`config.mk`:
```
export PLATFORM = sky130hd
export DESIGN_NAME = mc_main_ctrl
export DESIGN_NICKNAME = d
export VERILOG_FILES = /design/src/rtl/mips_ctrl_pkg.sv /design/src/rtl/mc_out_decode.sv /design/src/rtl/mc_main_ctrl.sv
export SDC_FILE = /design/constraint.sdc
export NUM_CORES = 1
export LEC_CHECK = 0
export ABC_AREA = 1
export CORE_ASPECT_RATIO = 0.9
export CORE_MARGIN = 2
export CORE_UTILIZATION = 36
export CTS_CLUSTER_DIAMETER = 30
export DETAILED_ROUTE_END_ITERATION = 10
export GPL_TIMING_DRIVEN = 1
export PLACE_DENSITY = 0.82
export SLEW_MARGIN = 20
export SYNTH_ARGS = -nofsm -noshare
export SYNTH_HDL_FRONTEND = slang
export SYNTH_SLANG_ARGS = --single-unit
```
`constraint.sdc`:
```
create_clock -name clk -period 1.9 [get_ports clk]
set_clock_uncertainty 0.1 [all_clocks]
set_input_delay 0.57 -clock clk [delete_from_list [all_inputs] [get_ports clk]]
set_output_delay 0.57 -clock clk [all_outputs]
set_load 0.02 [all_outputs]
```
`src/rtl/mips_ctrl_pkg.sv`:
```
// rtl/mips_ctrl_pkg.sv - shared opcodes, ALUOp codes, state encoding and control bundle
package mips_ctrl_pkg;

    localparam logic [5:0] OP_RTYPE = 6'b000000;
    localparam logic [5:0] OP_LW    = 6'b100011;
    localparam logic [5:0] OP_SW    = 6'b101011;
    localparam logic [5:0] OP_BEQ   = 6'b000100;
    localparam logic [5:0] OP_ADDI  = 6'b001000;
    localparam logic [5:0] OP_J     = 6'b000010;

    // Shared with the ALU-control decoder on the consumer side
    localparam logic [1:0] ALUOP_ADD   = 2'b00;
    localparam logic [1:0] ALUOP_SUB   = 2'b01;
    localparam logic [1:0] ALUOP_FUNCT = 2'b10;

    typedef enum logic [3:0] {
        S_FETCH   = 4'd0,
        S_DECODE  = 4'd1,
        S_MEMADR  = 4'd2,
        S_MEMRD   = 4'd3,
        S_MEMWB   = 4'd4,
        S_MEMWR   = 4'd5,
        S_RTYPEEX = 4'd6,
        S_RTYPEWB = 4'd7,
        S_BEQEX   = 4'd8,
        S_ADDIEX  = 4'd9,
        S_ADDIWB  = 4'd10,
        S_JEX     = 4'd11
    } state_t;

    typedef struct packed {
        logic [1:0] alu_op;
        logic       alu_src_a;
        logic [1:0] alu_src_b;
        logic [1:0] pc_src;
        logic       iord;
        logic       mem_read;
        logic       mem_write;
        logic       ir_write;
        logic       pc_write;
        logic       branch;
        logic       reg_dst;
        logic       mem_to_reg;
        logic       reg_write;
        logic       illegal;
    } ctrl_t;

    // True for every opcode the sequencer knows how to execute
    function automatic logic op_known(input logic [5:0] op);
        return (op == OP_LW) || (op == OP_SW) || (op == OP_RTYPE) ||
               (op == OP_BEQ) || (op == OP_ADDI) || (op == OP_J);
    endfunction

endpackage

```
`src/rtl/mc_out_decode.sv`:
```
// rtl/mc_out_decode.sv - combinational state-to-control-output decoder
module mc_out_decode
    import mips_ctrl_pkg::*;
#(
    parameter int OPW = 6
) (
    input  state_t          state,
    input  logic            mem_ready,
    input  logic [OPW-1:0]  opcode,
    output ctrl_t           ctrl
);

    logic [5:0] op6;
    assign op6 = 6'(opcode);

    // Moore decode; only FETCH (mem_ready) and DECODE (opcode) look past the state
    always_comb begin
        ctrl = '0;
        case (state)
            S_FETCH: begin
                ctrl.mem_read  = 1'b1;
                ctrl.alu_src_b = 2'b01;
                ctrl.alu_op    = ALUOP_ADD;
                ctrl.ir_write  = mem_ready;
                ctrl.pc_write  = mem_ready;
            end
            S_DECODE: begin
                ctrl.alu_src_b = 2'b11;
                ctrl.alu_op    = ALUOP_ADD;
                ctrl.illegal   = ~op_known(op6);
            end
            S_MEMADR: begin
                ctrl.alu_src_a = 1'b1;
                ctrl.alu_src_b = 2'b10;
                ctrl.alu_op    = ALUOP_ADD;
            end
            S_MEMRD: begin
                ctrl.iord     = 1'b1;
                ctrl.mem_read = 1'b1;
            end
            S_MEMWB: begin
                ctrl.mem_to_reg = 1'b1;
                ctrl.reg_write  = 1'b1;
            end
            S_MEMWR: begin
                ctrl.iord      = 1'b1;
                ctrl.mem_write = 1'b1;
            end
            S_RTYPEEX: begin
                ctrl.alu_src_a = 1'b1;
                ctrl.alu_op    = ALUOP_FUNCT;
            end
            S_RTYPEWB: begin
                ctrl.reg_dst   = 1'b1;
                ctrl.reg_write = 1'b1;
            end
            S_BEQEX: begin
                ctrl.alu_src_a = 1'b1;
                ctrl.alu_op    = ALUOP_SUB;
                ctrl.pc_src    = 2'b01;
                ctrl.branch    = 1'b1;
            end
            S_ADDIEX: begin
                ctrl.alu_src_a = 1'b1;
                ctrl.alu_src_b = 2'b10;
                ctrl.alu_op    = ALUOP_ADD;
            end
            S_ADDIWB: begin
                ctrl.reg_write = 1'b1;
            end
            S_JEX: begin
                ctrl.pc_src   = 2'b10;
                ctrl.pc_write = 1'b1;
            end
            default: ctrl = '0;
        endcase
    end

endmodule

```
`src/rtl/mc_main_ctrl.sv`:
```
// rtl/mc_main_ctrl.sv - multicycle MIPS main control FSM
module mc_main_ctrl
    import mips_ctrl_pkg::*;
#(
    parameter int OPW = 6,
    parameter int STW = 4
) (
    input  logic            clk,
    input  logic            rst_n,
    input  logic [OPW-1:0]  opcode,
    input  logic            mem_ready,
    output logic [1:0]      ALUOp,
    output logic            ALUSrcA,
    output logic [1:0]      ALUSrcB,
    output logic [1:0]      PCSrc,
    output logic            IorD,
    output logic            MemRead,
    output logic            MemWrite,
    output logic            IRWrite,
    output logic            PCWrite,
    output logic            Branch,
    output logic            RegDst,
    output logic            MemtoReg,
    output logic            RegWrite,
    output logic            illegal,
    output logic [STW-1:0]  state_o
);

    state_t     state;
    ctrl_t      ctrl;
    logic [5:0] op6;

    assign op6 = 6'(opcode);

    // State register and next-state selection
    always_ff @(posedge clk or negedge rst_n) begin
        if (!rst_n) begin
            state <= S_FETCH;
        end else begin
            case (state)
                S_FETCH:   state <= mem_ready ? S_DECODE : S_FETCH;
                S_DECODE: begin
                    if (op6 == OP_LW || op6 == OP_SW) state <= S_MEMADR;
                    else if (op6 == OP_RTYPE)         state <= S_RTYPEEX;
                    else if (op6 == OP_BEQ)           state <= S_BEQEX;
                    else if (op6 == OP_ADDI)          state <= S_ADDIEX;
                    else if (op6 == OP_J)             state <= S_JEX;
                    else                              state <= S_FETCH;
                end
                S_MEMADR:  state <= (op6 == OP_LW) ? S_MEMRD : S_MEMWR;
                S_MEMRD:   state <= mem_ready ? S_MEMWB : S_MEMRD;
                S_MEMWB:   state <= S_FETCH;
                S_MEMWR:   state <= mem_ready ? S_FETCH : S_MEMWR;
                S_RTYPEEX: state <= S_RTYPEWB;
                S_RTYPEWB: state <= S_FETCH;
                S_BEQEX:   state <= S_FETCH;
                S_ADDIEX:  state <= S_ADDIWB;
                S_ADDIWB:  state <= S_FETCH;
                S_JEX:     state <= S_FETCH;
                default:   state <= S_FETCH;
            endcase
        end
    end

    mc_out_decode #(
        .OPW (OPW)
    ) u_out_decode (
        .state     (state),
        .mem_ready (mem_ready),
        .opcode    (opcode),
        .ctrl      (ctrl)
    );

    // Selects pass straight through; reset already parks the state in FETCH
    assign ALUOp    = ctrl.alu_op;
    assign ALUSrcA  = ctrl.alu_src_a;
    assign ALUSrcB  = ctrl.alu_src_b;
    assign PCSrc    = ctrl.pc_src;
    assign IorD     = ctrl.iord;
    assign RegDst   = ctrl.reg_dst;
    assign MemtoReg = ctrl.mem_to_reg;

    // Strobes are masked while reset is held so FETCH's MemRead cannot leak out
    assign MemRead  = ctrl.mem_read  & rst_n;
    assign MemWrite = ctrl.mem_write & rst_n;
    assign IRWrite  = ctrl.ir_write  & rst_n;
    assign PCWrite  = ctrl.pc_write  & rst_n;
    assign Branch   = ctrl.branch    & rst_n;
    assign RegWrite = ctrl.reg_write & rst_n;
    assign illegal  = ctrl.illegal   & rst_n;

    assign state_o  = STW'(state);

endmodule

```
=== Word-level counts from Yosys, hierarchy flattened ===
Index checks and enable logic that the tools add are counted.

* Bits of input ports: 9
* Word-level logic and storage cells: 61
* Output and inout bits: 21
* Flip-flop bits (word level): 4

* Multiplexer cells: 24
* Reductions and logical operators: 12
* Eq/ne operators: 16
* Bitwise logic cells: 8

{| class="wikitable"
|+ Operators by type and width
! operator !! count
|-
| $pmux 4 s7 || 1
|-
| $mux 4 || 5
|-
| $eq 4x3->1 const B || 4
|-
| $eq 4x4->1 const B || 4
|-
| $eq 6x6->1 const B || 2
|-
| $mux 1 || 11
|-
| $mux 3 || 3
|-
| $eq 4x2->1 const B || 2
|-
| $pmux 2 s2 || 2
|-
| $and 1x1->1 || 7
|-
| $eq 6x2->1 const B || 1
|-
| $eq 6x3->1 const B || 1
|-
| $eq 6x4->1 const B || 1
|-
| $logic_not 6->1 || 1
|-
| $pmux 2 s3 || 1
|-
| $reduce_or 2->1 || 3
|-
| $logic_or 1x1->1 || 5
|-
| $eq 4x1->1 const B || 1
|-
| $logic_not 4->1 || 1
|-
| $reduce_or 4->1 || 1
|-
| $reduce_or 3->1 || 1
|-
| $pmux 1 s2 || 1
|-
| $not 1->1 || 1
|}

=== Logic depth before layout (Yosys ltp) ===
* Word-level depth: 9
* Depth in mapped cells: 7
* Gate-level depth less buffers: 7

=== Modules after synthesis ===
Synthesis repeated with hierarchy kept, for this count alone.

* Cell total of the unflattened synthesis: 140
* Area, all modules: 690.7 um^2

{| class="wikitable"
|+ Modules (own cells, without submodules)
! module !! area each (um^2) !! times used !! cells an instance !! seq. area each (um^2)
|-
| mc_main_ctrl || 470.5 || 1 || 89 || 100.1
|-
| mc_out_decode || 220.2 || 1 || 51 || 0.0
|}

=== Least setup slack after synthesis ===
No wires, ideal clock.

* Path type: reg-to-output
* From: register state[3], in the netlist state_o[3]
* To: output port Branch
* Stages on the path, launching flop included: 5
* Buffers on the path: 0
* Data arrival time: 1.338 ns
* Required time: 1.230 ns
* Slack: -0.108 ns
* Path through: dfrtp_1 inv_1 nor2_1 inv_1 nor3_1

* Longest elaborated chain between the ends: 3

{| class="wikitable"
|+ RTL lines
! what !! line !! source
|-
| start, declared || mc_main_ctrl.sv:29 || <nowiki>state_t state;</nowiki>
|-
| start signal, assigned || mc_main_ctrl.sv:41 || <nowiki>S_FETCH: state <= mem_ready ? S_DECODE : S_FETCH;</nowiki>
|-
| start signal, assigned || mc_main_ctrl.sv:50 || <nowiki>S_MEMADR: state <= (op6 == OP_LW) ? S_MEMRD : S_MEMWR;</nowiki>
|-
| start signal, assigned || mc_main_ctrl.sv:51 || <nowiki>S_MEMRD: state <= mem_ready ? S_MEMWB : S_MEMRD;</nowiki>
|-
| $eq 4x4->1 || mc_out_decode.sv:19 || <nowiki>case (state)</nowiki>
|-
| $mux 1 || mc_out_decode.sv:19 ||
|-
| $and 1x1->1 || mc_main_ctrl.sv:88 || <nowiki>assign Branch = ctrl.branch & rst_n;</nowiki>
|-
| end, declared || mc_main_ctrl.sv:21 || <nowiki>output logic Branch,</nowiki>
|}

No other way between the ends.

=== Worst setup path after layout ===
* From: register state[3], in the netlist state_o[3]
* To: output port RegWrite

* Longest elaborated chain between the ends: 4
* Elaborated cells on any way between the ends: 6
* Those cells by class: eq/ne: 3; mux: 1; bitwise: 1; reduce/logical: 1

{| class="wikitable"
|+ RTL lines
! what !! line !! source
|-
| $eq 4x4->1 or $eq 4x3->1 (tied branches) || mc_out_decode.sv:19 ||
|-
| $reduce_or 3->1 (no source line) (*) || - ||
|-
| $mux 1 (*) || mc_out_decode.sv:19 ||
|-
| $and 1x1->1 (*) || mc_main_ctrl.sv:89 || <nowiki>assign RegWrite = ctrl.reg_write & rst_n;</nowiki>
|-
| end, declared || mc_main_ctrl.sv:24 || <nowiki>output logic RegWrite,</nowiki>
|}

Every way passes the cells marked *; elsewhere a longest branch is shown, timed or not.

==> flow_summary.toml <==
[status]
status = "finished with violations"
failed_checks = "negative setup slack"

[setup_path]
cp.required_ps = 1230
end_kind = "output pin"
path_max_fanout = 4
r2r_start = "state_o[3]$_DFF_PN0_"
critPathLaunchType = "flop"
r2r_slack_ps = 270
ff2ff_path_depth = 8
critPathKind = "flop to output pin"
critPathArrivalTime_ps = 1400
reg2reg_to = "state_o[0]$_DFF_PN0_"

[clocking]
clock_sinks = 4
h-tree-depth = 1
clock_path_buffers = 2
numCtsBuffers = 3
path_clk_slew_ps = 50
clk_latency_ps = 260
cts_tree = "done"
postCtsHoldBufs = 0
cts_root_buf = "clkbuf_4"

[synth]
async_reset_ff_share_pct = 100
synth_most_common_cell = "nand2_1"
synth_top_family_by_area = "simple AND/OR/NAND/NOR gates"
ys_ff_latch = 4
synth.net_count = 114
netlist_top_cells_count = "nand2_1 (29), nor2_1 (23), inv_1 (18), nand3_1 (14)"
synthTopCellsByArea = "nand2_1 (21%), dfrtp_1 (19%), nor2_1 (17%), nand3_1 (13%), inv_1 (13%)"
yosysUniqueCellTypes = 13
syn_area_per_cell_um2 = 4.97
syn_area_um2 = 522
synth_edf_count = 0
synth_compound_area_share_pct = 5.76
synth_adder_area_share_pct = 0
synth_area_leader_cell = "nand2_1"
synthXorXnorAreaFrac_pct = 0
synth_cells = 105
synth_simple_gate_area_share_pct = 59.2
synthFlopType = "dfrtp_1"
ys_warn_count = 0
seq_area_frac_synth_pct = 19.2
synthMuxAreaShare_pct = 0
synth_top_area_share_pct = 20.9

[route]
drt-initial-drc-count = 61
wl_per_cell_um = 18.3
wl_met3_um = 329
drc = 0
antenna_left = 0
vias_per_cell = 5.66
wl_met1_mm = 1.16
met2_length_mm = 1.75
route.vias.total = 1058
drt_first_pass_iters = 4
wirelength_mm = 3.42
dr.max_layer_used = "met4"

[floorplanning]
io_pins = 30
die_area_um2 = 1770
die_w_um = 44.1
fp.dieH_um = 40.1
start_util_pct = 37.3
rows = 13
core_um2 = 1400

[sta]
rsz0062_at_grt = "yes"
fmax_mhz = 482
tns_ps = -1670
maxSlewHeadroom_pct = 82.8
final.setup.worst_slack_ps = -175
finalSetupViolCount = 17
whs_ps = 359
slew_violations = 0
worst_pin_slew_ps = 257
finalCriticalPeriod_ps = 2070
finalCritPeriodShare_pct = 109
hold_viol_final = 0

[grt]
grt_pass1_vias = 898
grt-ovfl-total = 0
grt_usage_pct = 30.9
grt_antenna_before_repair = 0
grt_pass1_wl_mm = 3.92
grt_max_degree = 6

[worst_hold_path]
hold_class = "input pin to async pin"

[cells_and_area]
multi_input_comb_area_um2 = 517
n_antenna_cell = 0
regArea_um2 = 105
fillCellCount = 67
largest_reg_flops = 4
nets = 183
area_growth_syn_to_layout_pct = 144
layout-drive-gt1-share_pct = 69.2

[place]
io_buffers = 29
dp_hpwl_mm = 1.48
place.gp.congestion = 0.793

[run]
cap_violations = 0

[power]
power_density_nw_per_um2 = 661
ir_worst_vdd_uv = 446
p_leak_nw = 0.727
[final cells by class]
type                       instances  area share (%)
inverter                          22            6.88
timing repair buffer              64            41.0
sequential                         4            8.26
multi-input combinational         79            40.6
tap                               15            1.47
clock buffer                       3            1.77
[worst max-delay path, stage by stage (launching register included)]
cell and delay (ps):
dfrtp_2 480, inv_4 80, nor2_4 150, nand2_1 110, nand3_2 90, nand2_1 60, inv_1 60, buf_6 110
[repair_timing]
| item | 4_1_cts | 5_1_grt |
|---|---|---|
| buffers inserted | 10 | 3 |
| resized for setup | 142 | 48 |
| gates cloned | 0 | 0 |
| pin swaps | 11 | 14 |
| setup endpoints to repair | 21 | 18 |
[through the flow]
stage / cells / instance area (um2) / utilization (%) / setup slack, ps / total power, mW
after floorplan: 105 / 536 / - / 12.2 / 0.309
final: 187 / 1270 / 91.0 / -175 / 0.841
after global placement: 171 / 1010 / 72.2 / -835 / 0.541
after detailed placement: 171 / 1010 / 72.2 / -896 / 0.549
after global routing: 187 / 1270 / 91.0 / -219 / 0.877
after CTS: 184 / 1140 / 81.4 / -137 / 0.686
[power breakdown]
part	internal [mW]	switching, mW	total (mW)
sequential	0.0992	0.0306	0.130
combinational	0.262	0.325	0.588
clock	0.0718	0.0516	0.123
[placed cells by master, fill, tap and decap left out, drive strengths merged]
cell | synthesis | layout
nand4 | 1 | 1
nor3 | 1 | 1
nand2 | 29 | 29
nand3b | 1 | 1
nand3 | 14 | 14
a21oi | 2 | 2
dlygate4sd2 | 0 | 6
nor2 | 27 | 27
dfrtp | 4 | 4
inv | 22 | 22
clkbuf | 0 | 3
o21ai | 4 | 4
buf | 0 | 58
[how the worst max path moves through the flow]
stage | startpoint | slack (ps) | end
CTS | state_o[3]$_DFF_PN0_ | -140 | IorD
detailed placement | opcode[5] | -900 | illegal
finish | state_o[3]$_DFF_PN0_ | -170 | RegWrite
floorplan | state_o[3]$_DFF_PN0_ | 10 | ALUSrcA
global route | state_o[3]$_DFF_PN0_ | -220 | RegWrite
global placement | opcode[5] | -830 | illegal
[layer usage]
metal	up-vias	global-route usage, %
met5	-	0
met4	0	20.5
met3	23	4.50
met2	101	58.5
met1	477	32.8
li1	457	-
[logic make-up (layout without fill, tap and decap cells)]
group | Yosys count | in the layout
buf+inv | 22 | 89
compound gates | 6 | 6
flops | 4 | 4
simple gates | 73 | 73
Power figures use the tool's default switching activity.
